[config.mk]
export PLATFORM = sky130hd
export DESIGN_NAME = lcd1602_responder_flat
export DESIGN_NICKNAME = d
export VERILOG_FILES = /design/src/rtl/lcd1602_responder_if.sv /design/src/rtl/lcd1602_responder.sv /design/src/flat_wrapper.sv
export SDC_FILE = /design/constraint.sdc
export NUM_CORES = 1
export LEC_CHECK = 0
export CAP_MARGIN = 20
export CORE_MARGIN = 5
export CORE_UTILIZATION = 49
export DETAILED_ROUTE_END_ITERATION = 8
export PLACE_DENSITY = 0.79
export SLEW_MARGIN = 20
export SYNTH_ARGS = -nofsm -noshare
export SYNTH_HDL_FRONTEND = slang
export SYNTH_SLANG_ARGS = --single-unit
[constraint.sdc]
create_clock -name clk -period 2.89 [get_ports clk]
set_input_delay 0.4335 -clock clk [delete_from_list [all_inputs] [get_ports clk]]
set_output_delay 0.4335 -clock clk [all_outputs]
set_load 0.005 [all_outputs]
[src/rtl/lcd1602_responder_if.sv]
// rtl/lcd1602_responder_if.sv - LCD1602 parallel bus plus side read port and status
interface lcd1602_responder_if;
  logic       lcd_rs;
  logic       lcd_rw;
  logic       lcd_en;
  logic [7:0] lcd_data_in;
  logic [7:0] lcd_data_out;
  logic       lcd_data_oe;
  logic [4:0] rd_addr;
  logic [7:0] rd_data;
  logic       busy;
  logic       disp_on;
  logic       cursor_on;
  logic       blink_on;
  logic       shift_on;
  logic       overrun;

  modport master (
    output lcd_rs, lcd_rw, lcd_en, lcd_data_in, rd_addr,
    input  lcd_data_out, lcd_data_oe, rd_data, busy,
           disp_on, cursor_on, blink_on, shift_on, overrun
  );

  modport slave (
    input  lcd_rs, lcd_rw, lcd_en, lcd_data_in, rd_addr,
    output lcd_data_out, lcd_data_oe, rd_data, busy,
           disp_on, cursor_on, blink_on, shift_on, overrun
  );
endinterface

[src/rtl/lcd1602_responder.sv]
// rtl/lcd1602_responder.sv - HD44780-style display end: DDRAM mirror, AC, busy flag, bus read-back
module lcd1602_responder #(
  parameter int BUSY_CYCLES  = 2000,
  parameter int CLEAR_CYCLES = 80000
) (
  input  logic               clk,
  input  logic               rst_n,
  lcd1602_responder_if.slave bus
);
  typedef enum logic {ST_IDLE, ST_FILL} state_t;

  logic [1:0]  rs_sync, rw_sync, en_sync;
  logic [7:0]  d_meta, d_sync;
  logic        en_last;
  logic        rs_s, rw_s, en_s, en_fall;
  logic        wr_evt, rd_evt, accept, clear_go;
  logic [7:0]  ram [32];
  logic [6:0]  ac;
  logic        inc_mode, shift_mode, cg_mode;
  logic [2:0]  dcb;
  logic [31:0] busy_cnt;
  logic        busy_i, overrun_q, oe_q;
  logic [7:0]  dout_q;
  state_t      state, state_nxt;
  logic [4:0]  fill_idx;
  logic        fill_we, fill_last;
  logic        ac_visible, ram_we;
  logic [4:0]  ac_idx;
  logic [7:0]  rd_cell;

  // Two-line address space: 0x00-0x27 then 0x40-0x67, wrapping end to end.
  function automatic logic [6:0] ac_step(input logic [6:0] a, input logic inc);
    if (inc) begin
      case (a)
        7'h27:   return 7'h40;
        7'h67:   return 7'h00;
        default: return a + 7'd1;
      endcase
    end else begin
      case (a)
        7'h00:   return 7'h67;
        7'h40:   return 7'h27;
        default: return a - 7'd1;
      endcase
    end
  endfunction

  function automatic logic [6:0] ac_clamp(input logic [6:0] a);
    return ((a <= 7'h27) || ((a >= 7'h40) && (a <= 7'h67))) ? a : 7'h00;
  endfunction

  always_ff @(posedge clk or negedge rst_n) begin
    if (!rst_n) begin
      rs_sync <= '0;
      rw_sync <= '0;
      en_sync <= '0;
      d_meta  <= '0;
      d_sync  <= '0;
      en_last <= 1'b0;
    end else begin
      rs_sync <= {rs_sync[0], bus.lcd_rs};
      rw_sync <= {rw_sync[0], bus.lcd_rw};
      en_sync <= {en_sync[0], bus.lcd_en};
      d_meta  <= bus.lcd_data_in;
      d_sync  <= d_meta;
      en_last <= en_sync[1];
    end
  end

  assign rs_s       = rs_sync[1];
  assign rw_s       = rw_sync[1];
  assign en_s       = en_sync[1];
  assign en_fall    = en_last & ~en_s;
  assign wr_evt     = en_fall & ~rw_s;
  assign rd_evt     = en_fall & rw_s;
  assign busy_i     = (busy_cnt != '0);
  assign accept     = wr_evt & ~busy_i;
  assign clear_go   = accept & ~rs_s & (d_sync == 8'h01);
  assign ac_visible = (ac[5:4] == 2'b00);
  assign ac_idx     = {ac[6], ac[3:0]};
  assign rd_cell    = cg_mode ? 8'h00 : (ac_visible ? ram[ac_idx] : 8'h20);
  assign ram_we     = accept & rs_s & ~cg_mode & ac_visible;

  always_ff @(posedge clk or negedge rst_n) begin
    if (!rst_n) begin
      ac         <= 7'h00;
      inc_mode   <= 1'b1;
      shift_mode <= 1'b0;
      cg_mode    <= 1'b0;
      dcb        <= 3'b000;
    end else if (accept && rs_s) begin
      if (!cg_mode) ac <= ac_step(ac, inc_mode);
    end else if (accept) begin
      // Instruction class is chosen by the highest set bit.
      casez (d_sync)
        8'b1???????: begin
          ac      <= ac_clamp(d_sync[6:0]);
          cg_mode <= 1'b0;
        end
        8'b01??????: cg_mode <= 1'b1;
        8'b001?????: ;
        8'b0001????: if (!d_sync[3]) ac <= ac_step(ac, d_sync[2]);
        8'b00001???: dcb <= d_sync[2:0];
        8'b000001??: begin
          inc_mode   <= d_sync[1];
          shift_mode <= d_sync[0];
        end
        8'b0000001?: ac <= 7'h00;
        8'b00000001: begin
          ac       <= 7'h00;
          inc_mode <= 1'b1;
        end
        default: ;
      endcase
    end else if (rd_evt && rs_s && !cg_mode) begin
      ac <= ac_step(ac, inc_mode);
    end
  end

  always_ff @(posedge clk or negedge rst_n) begin
    if (!rst_n) begin
      busy_cnt  <= '0;
      overrun_q <= 1'b0;
    end else begin
      if (clear_go)    busy_cnt <= 32'(CLEAR_CYCLES);
      else if (accept) busy_cnt <= 32'(BUSY_CYCLES);
      else if (busy_i) busy_cnt <= busy_cnt - 32'd1;
      if (wr_evt && busy_i) overrun_q <= 1'b1;
    end
  end

  always_ff @(posedge clk or negedge rst_n) begin
    if (!rst_n) begin
      oe_q   <= 1'b0;
      dout_q <= 8'h00;
    end else begin
      oe_q   <= en_s & rw_s;
      dout_q <= (en_s && rw_s) ? (rs_s ? rd_cell : {busy_i, ac}) : 8'h00;
    end
  end

  always_ff @(posedge clk or negedge rst_n) begin
    if (!rst_n) state <= ST_IDLE;
    else        state <= state_nxt;
  end

  always_comb begin
    state_nxt = state;
    case (state)
      ST_IDLE: if (clear_go) state_nxt = ST_FILL;
      ST_FILL: if (fill_last) state_nxt = ST_IDLE;
      default: state_nxt = ST_IDLE;
    endcase
  end

  always_comb begin
    fill_we   = (state == ST_FILL);
    fill_last = fill_we && (fill_idx == 5'd31);
  end

  // fill_idx wraps 31 -> 0, so it is back at 0 whenever a fill starts.
  always_ff @(posedge clk or negedge rst_n) begin
    if (!rst_n)       fill_idx <= 5'd0;
    else if (fill_we) fill_idx <= fill_idx + 5'd1;
  end

  always_ff @(posedge clk or negedge rst_n) begin
    if (!rst_n) begin
      for (int i = 0; i < 32; i++) ram[i] <= 8'h20;
    end else if (fill_we) begin
      ram[fill_idx] <= 8'h20;
    end else if (ram_we) begin
      ram[ac_idx] <= d_sync;
    end
  end

  assign bus.rd_data      = ram[bus.rd_addr];
  assign bus.lcd_data_out = dout_q;
  assign bus.lcd_data_oe  = oe_q;
  assign bus.busy         = busy_i;
  assign bus.disp_on      = dcb[2];
  assign bus.cursor_on    = dcb[1];
  assign bus.blink_on     = dcb[0];
  assign bus.shift_on     = shift_mode;
  assign bus.overrun      = overrun_q;
endmodule

[src/flat_wrapper.sv]
// flat-port wrapper written by rule: the top's interface ports become plain ports
module lcd1602_responder_flat 
#(
  parameter int BUSY_CYCLES  = 2000,
  parameter int CLEAR_CYCLES = 80000
)
  (clk, rst_n, bus_lcd_rs, bus_lcd_rw, bus_lcd_en, bus_lcd_data_in, bus_rd_addr, bus_lcd_data_out, bus_lcd_data_oe, bus_rd_data, bus_busy, bus_disp_on, bus_cursor_on, bus_blink_on, bus_shift_on, bus_overrun);
  lcd1602_responder_if bus_i ();
  input  logic clk;
  input  logic rst_n;
  input wire logic [$bits(bus_i.lcd_rs)-1:0] bus_lcd_rs;
  input wire logic [$bits(bus_i.lcd_rw)-1:0] bus_lcd_rw;
  input wire logic [$bits(bus_i.lcd_en)-1:0] bus_lcd_en;
  input wire logic [$bits(bus_i.lcd_data_in)-1:0] bus_lcd_data_in;
  input wire logic [$bits(bus_i.rd_addr)-1:0] bus_rd_addr;
  output wire logic [$bits(bus_i.lcd_data_out)-1:0] bus_lcd_data_out;
  output wire logic [$bits(bus_i.lcd_data_oe)-1:0] bus_lcd_data_oe;
  output wire logic [$bits(bus_i.rd_data)-1:0] bus_rd_data;
  output wire logic [$bits(bus_i.busy)-1:0] bus_busy;
  output wire logic [$bits(bus_i.disp_on)-1:0] bus_disp_on;
  output wire logic [$bits(bus_i.cursor_on)-1:0] bus_cursor_on;
  output wire logic [$bits(bus_i.blink_on)-1:0] bus_blink_on;
  output wire logic [$bits(bus_i.shift_on)-1:0] bus_shift_on;
  output wire logic [$bits(bus_i.overrun)-1:0] bus_overrun;
  assign bus_i.lcd_rs = bus_lcd_rs;
  assign bus_i.lcd_rw = bus_lcd_rw;
  assign bus_i.lcd_en = bus_lcd_en;
  assign bus_i.lcd_data_in = bus_lcd_data_in;
  assign bus_i.rd_addr = bus_rd_addr;
  assign bus_lcd_data_out = bus_i.lcd_data_out;
  assign bus_lcd_data_oe = bus_i.lcd_data_oe;
  assign bus_rd_data = bus_i.rd_data;
  assign bus_busy = bus_i.busy;
  assign bus_disp_on = bus_i.disp_on;
  assign bus_cursor_on = bus_i.cursor_on;
  assign bus_blink_on = bus_i.blink_on;
  assign bus_shift_on = bus_i.shift_on;
  assign bus_overrun = bus_i.overrun;
  lcd1602_responder #(.BUSY_CYCLES(BUSY_CYCLES), .CLEAR_CYCLES(CLEAR_CYCLES)) u_core (.clk(clk), .rst_n(rst_n), .bus(bus_i));
endmodule
==> metrics.md <==
| Metric | Value |
|---|---|
| Final Cycle Share | `1.01` |
| Max Clock Freq | `343 MHz` |
| Max Slew Vio Count | `0` |
| Post-Syn Instances | `1865` |
| Site row count | `72` |
| Initial antenna violation count | `1` |
| Clock sinks | `340` |
| FF-to-FF Start | `u_core.busy_cnt[24]` |
| Max VDD drop | `0.465 mV` |
| Final Critical Period | `2.91 ns` |
| CTS Root Cell | `clkbuf_16` |
| P_leak | `9.27 nW` |
| Dpl hpwl | `43700 µm` |
| Storage cell area | `0.00856 mm²` |
| Inserted Clock Buffers | `38` |
| Largest net degree at the start of global routing | `80` |
| Core area | `0.0386 mm²` |
| CP Capture Type | `primary output` |
| Post-synth EDFFs | `0` |
| Hold path depth | `1` |
| Yosys reg bits | `340` |
| Vias in the first global route | `15500` |
| # setup viols final | `1` |
| Max FO, Critical Path | `2` |
| Drt drc | `0` |
| RSZ-0062 raised after global routing | `yes` |
| Tightest Pin Transition | `0.785 ns` |
| Syn Area/Cell | `10.2 µm²` |
| Worst R2R End | `u_core.busy_cnt[4]` |
| Post-DR wirelength/cell | `25.1 µm` |
| Starting Density | `0.493` |
| Fraction of registers with async set/reset | `1.00` |
| Area occupied by multi-input gates | `0.00962 mm²` |
| Antenna-violating nets left | `0` |
| CTS tree | `built` |
| Area grow syn2layout | `15.2%` |
| P per Cell Area | `609 mW/mm²` |
| PortBufs | `40` |
| Syn nets | `1894` |
| Synth cell types | `73` |
| Clk_skew | `0.0232 ns` |
| WP data required | `2.46 ns` |
| CTS H-tree lvls | `2` |
| Layout cells sized above 1 | `0.232` |
| Hold_sp | `bus_lcd_data_in[0]` |
| Final Hold Viols | `0` |
| Failing checks | `negative setup slack` |
| Post-Route WL | `62000 µm` |
| Total iterations of the first detailed-routing run | `5` |
| Clk buf depth | `3` |
| Total Power | `0.0133 W` |
| Io pins | `41` |
| Setup TNS | `-0.0242 ns` |
| Seq/Total Area, Yosys | `0.450` |
| Grt ovf | `0` |
| Routed via count | `15800` |
| Worst r2r path cells | `8` |
| Synth warnings | `0` |
| Placer Congestion | `1.03` |
| Worst Hold End | `u_core.d_meta[0]` |
| Synthesized area | `0.0190 mm²` |
| Die area | `0.0428 mm²` |
| Clk pin slew, worst setup/hold paths | `0.06 ns` |
| Die X | `207 µm` |
| Hold Path Class | `in -> reg` |
| Die height | `207 µm` |
| CP Class | `reg -> out` |
| Crit path DAT | `2.48 ns` |
| # nets final | `1946` |
| Startpoint types | `flip-flop` |
| Starting DRT DRC Count | `2013` |
| Main synth FF type | `dfrtp_1` |
| Status | `finished with violations` |
| Max Cap Viol | `0` |
| Global Route Usage Sum | `0.297` |
| Setup WS post-layout | `-0.0242 ns` |
| Via density | `6.40` |
| R2r setup slk | `0.16 ns` |
| Fill cells | `3224` |
| Global-route wire length before repair | `95800 µm` |
| Max-slew headroom | `0.477` |
| Worst-Skew Late Latency | `0.57 ns` |
==> per-layer routing <==
metal | part of all wire | global-route usage
met2 | 0.44 | 0.438
met1 | 0.38 | 0.414
met5 | 0 | 0
met4 | 0.051 | 0.118
met3 | 0.13 | 0.0915
==> logic make-up after synthesis <==
| logic type | synth area share |
|---|---|
| and+or+nand+nor | 0.179 |
| AOI/OAI and AO/OA | 0.104 |
| DFF | 0.450 |
| muxes | 0.201 |
| buffers and inverters | 0.0467 |
| xor gates and xnor gates | 0.0124 |
| adders and majority gates | 0.00724 |
==> cells in the mapped netlist (5+ instances only) <==
cell / instances / share of area
nor3_1: 28 / 0.0074
dfstp_2: 33 / 0.046
nand4b_1: 5 / 0.0023
xor2_1: 15 / 0.0069
inv_1: 11 / 0.0022
a22o_1: 7 / 0.0032
a211oi_1: 19 / 0.0075
and2_1: 10 / 0.0033
and3_1: 38 / 0.013
a22oi_1: 6 / 0.0024
mux4_2: 145 / 0.17
nor2b_1: 8 / 0.0026
a21oi_1: 26 / 0.0068
nand2_1: 524 / 0.10
buf_1: 17 / 0.0034
nand3_1: 28 / 0.0074
ha_1: 11 / 0.0072
a31oi_1: 9 / 0.0030
mux2_2: 35 / 0.021
mux2i_1: 14 / 0.0074
o31ai_1: 5 / 0.0020
buf_2: 47 / 0.012
clkbuf_1: 69 / 0.014
o21ai_1: 98 / 0.026
dfrtp_1: 307 / 0.40
xnor2_1: 12 / 0.0055
nand2b_1: 25 / 0.0082
nand4_1: 9 / 0.0030
nor2_1: 38 / 0.0075
nor4_1: 14 / 0.0046
o21ai_0: 143 / 0.038
buf_4: 37 / 0.015
nor3b_1: 5 / 0.0020
==> metrics by stage <==
| step | hold slack (ns) | instance area (µm²) | setup slack, ns | utilization | cells |
|---|---|---|---|---|---|
| final | 0.320 | 21900 | -0.0242 | 0.568 | 2465 |
| after global routing | 0.299 | 21900 | -0.0281 | 0.568 | 2465 |
| after CTS | 0.305 | 21800 | -0.00542 | 0.566 | 2461 |
| after detailed placement | 0.335 | 20400 | -0.193 | 0.529 | 2382 |
| after global placement | 0.336 | 20400 | -0.185 | 0.529 | 2382 |
| after floorplan | 0.138 | 19000 | 0.00153 | - | 1865 |
==> cells in the final DEF (no fill, tap or decap), types with 15 or more instances in the layout <==
cell type	instances
a211oi_1	19
a21oi_1	26
and3_1	38
buf_12	18
buf_4	125
clkbuf_16	39
clkdlybuf4s50_1	28
dfrtp_1	302
dfstp_2	33
mux2_2	27
mux4_2	145
nand2_1	524
nand2b_1	25
nand3_1	28
nor2_1	37
nor3_1	28
o21ai_0	143
o21ai_1	98
xor2_1	15
==> critical path, stage by stage, from the launching register on <==
cell and delay (ns):
dfrtp_1 0.44, mux4_2 0.48, mux4_2 0.57, mux2_4 0.32, buf_6 0.12
==> worst max path at each step <==
stage	start	end	cells past startpoint	slack, ns
6_report	u_core.ram[170]	bus_rd_data[2]	4	-0.02
5_1_grt	u_core.ram[226]	bus_rd_data[2]	4	-0.03
4_1_cts	u_core.ram[132]	bus_rd_data[4]	4	-0.005
3_5_place_dp	bus_rd_addr[0]	bus_rd_data[7]	6	-0.19
3_3_place_gp	bus_rd_addr[0]	bus_rd_data[7]	6	-0.19
2_1_floorplan	bus_rd_addr[0]	bus_rd_data[0]	5	0.002
==> repair_timing <==
item / CTS / global route
hold endpoints to repair: 68 / 0
pin swaps: 1 / 0
gates resized for setup: 48 / 8
hold buffers: 1 / 0
setup endpoints to repair: 9 / 8
gates cloned: 0 / 0
buffers inserted: 9 / 3
==> power breakdown <==
group          switching, W  leakage (nW)  total [W]  internal (W)
sequential         0.000372          4.51    0.00533       0.00496
combinational       0.00174          4.11    0.00285       0.00111
clock               0.00203         0.649    0.00514       0.00311
total               0.00414          9.27     0.0133       0.00919
==> layout make-up <==
class,instances,area share
Tap cell,518,0.0296
Inverter,11,0.00189
Timing Repair Buffer,183,0.0779
Antenna cell,1,0.000114
Clock inverter,14,0.00943
Multi-Input combinational cell,1343,0.439
Clock buffer,55,0.0505
Sequential cell,340,0.391
==> sequential cells by signal, indices dropped and copies added (netlist names), 2 cells and up <==
name,cells
u_core.ac,7
u_core.ram,256
u_core.busy_cnt,32
u_core.en_sync,2
u_core.dcb,3
u_core.rw_sync,2
u_core.d_meta,8
u_core.bus.lcd_data_out,8
u_core.fill_idx,5
u_core.d_sync,8
u_core.rs_sync,2
Power figures use the tool's default switching activity.
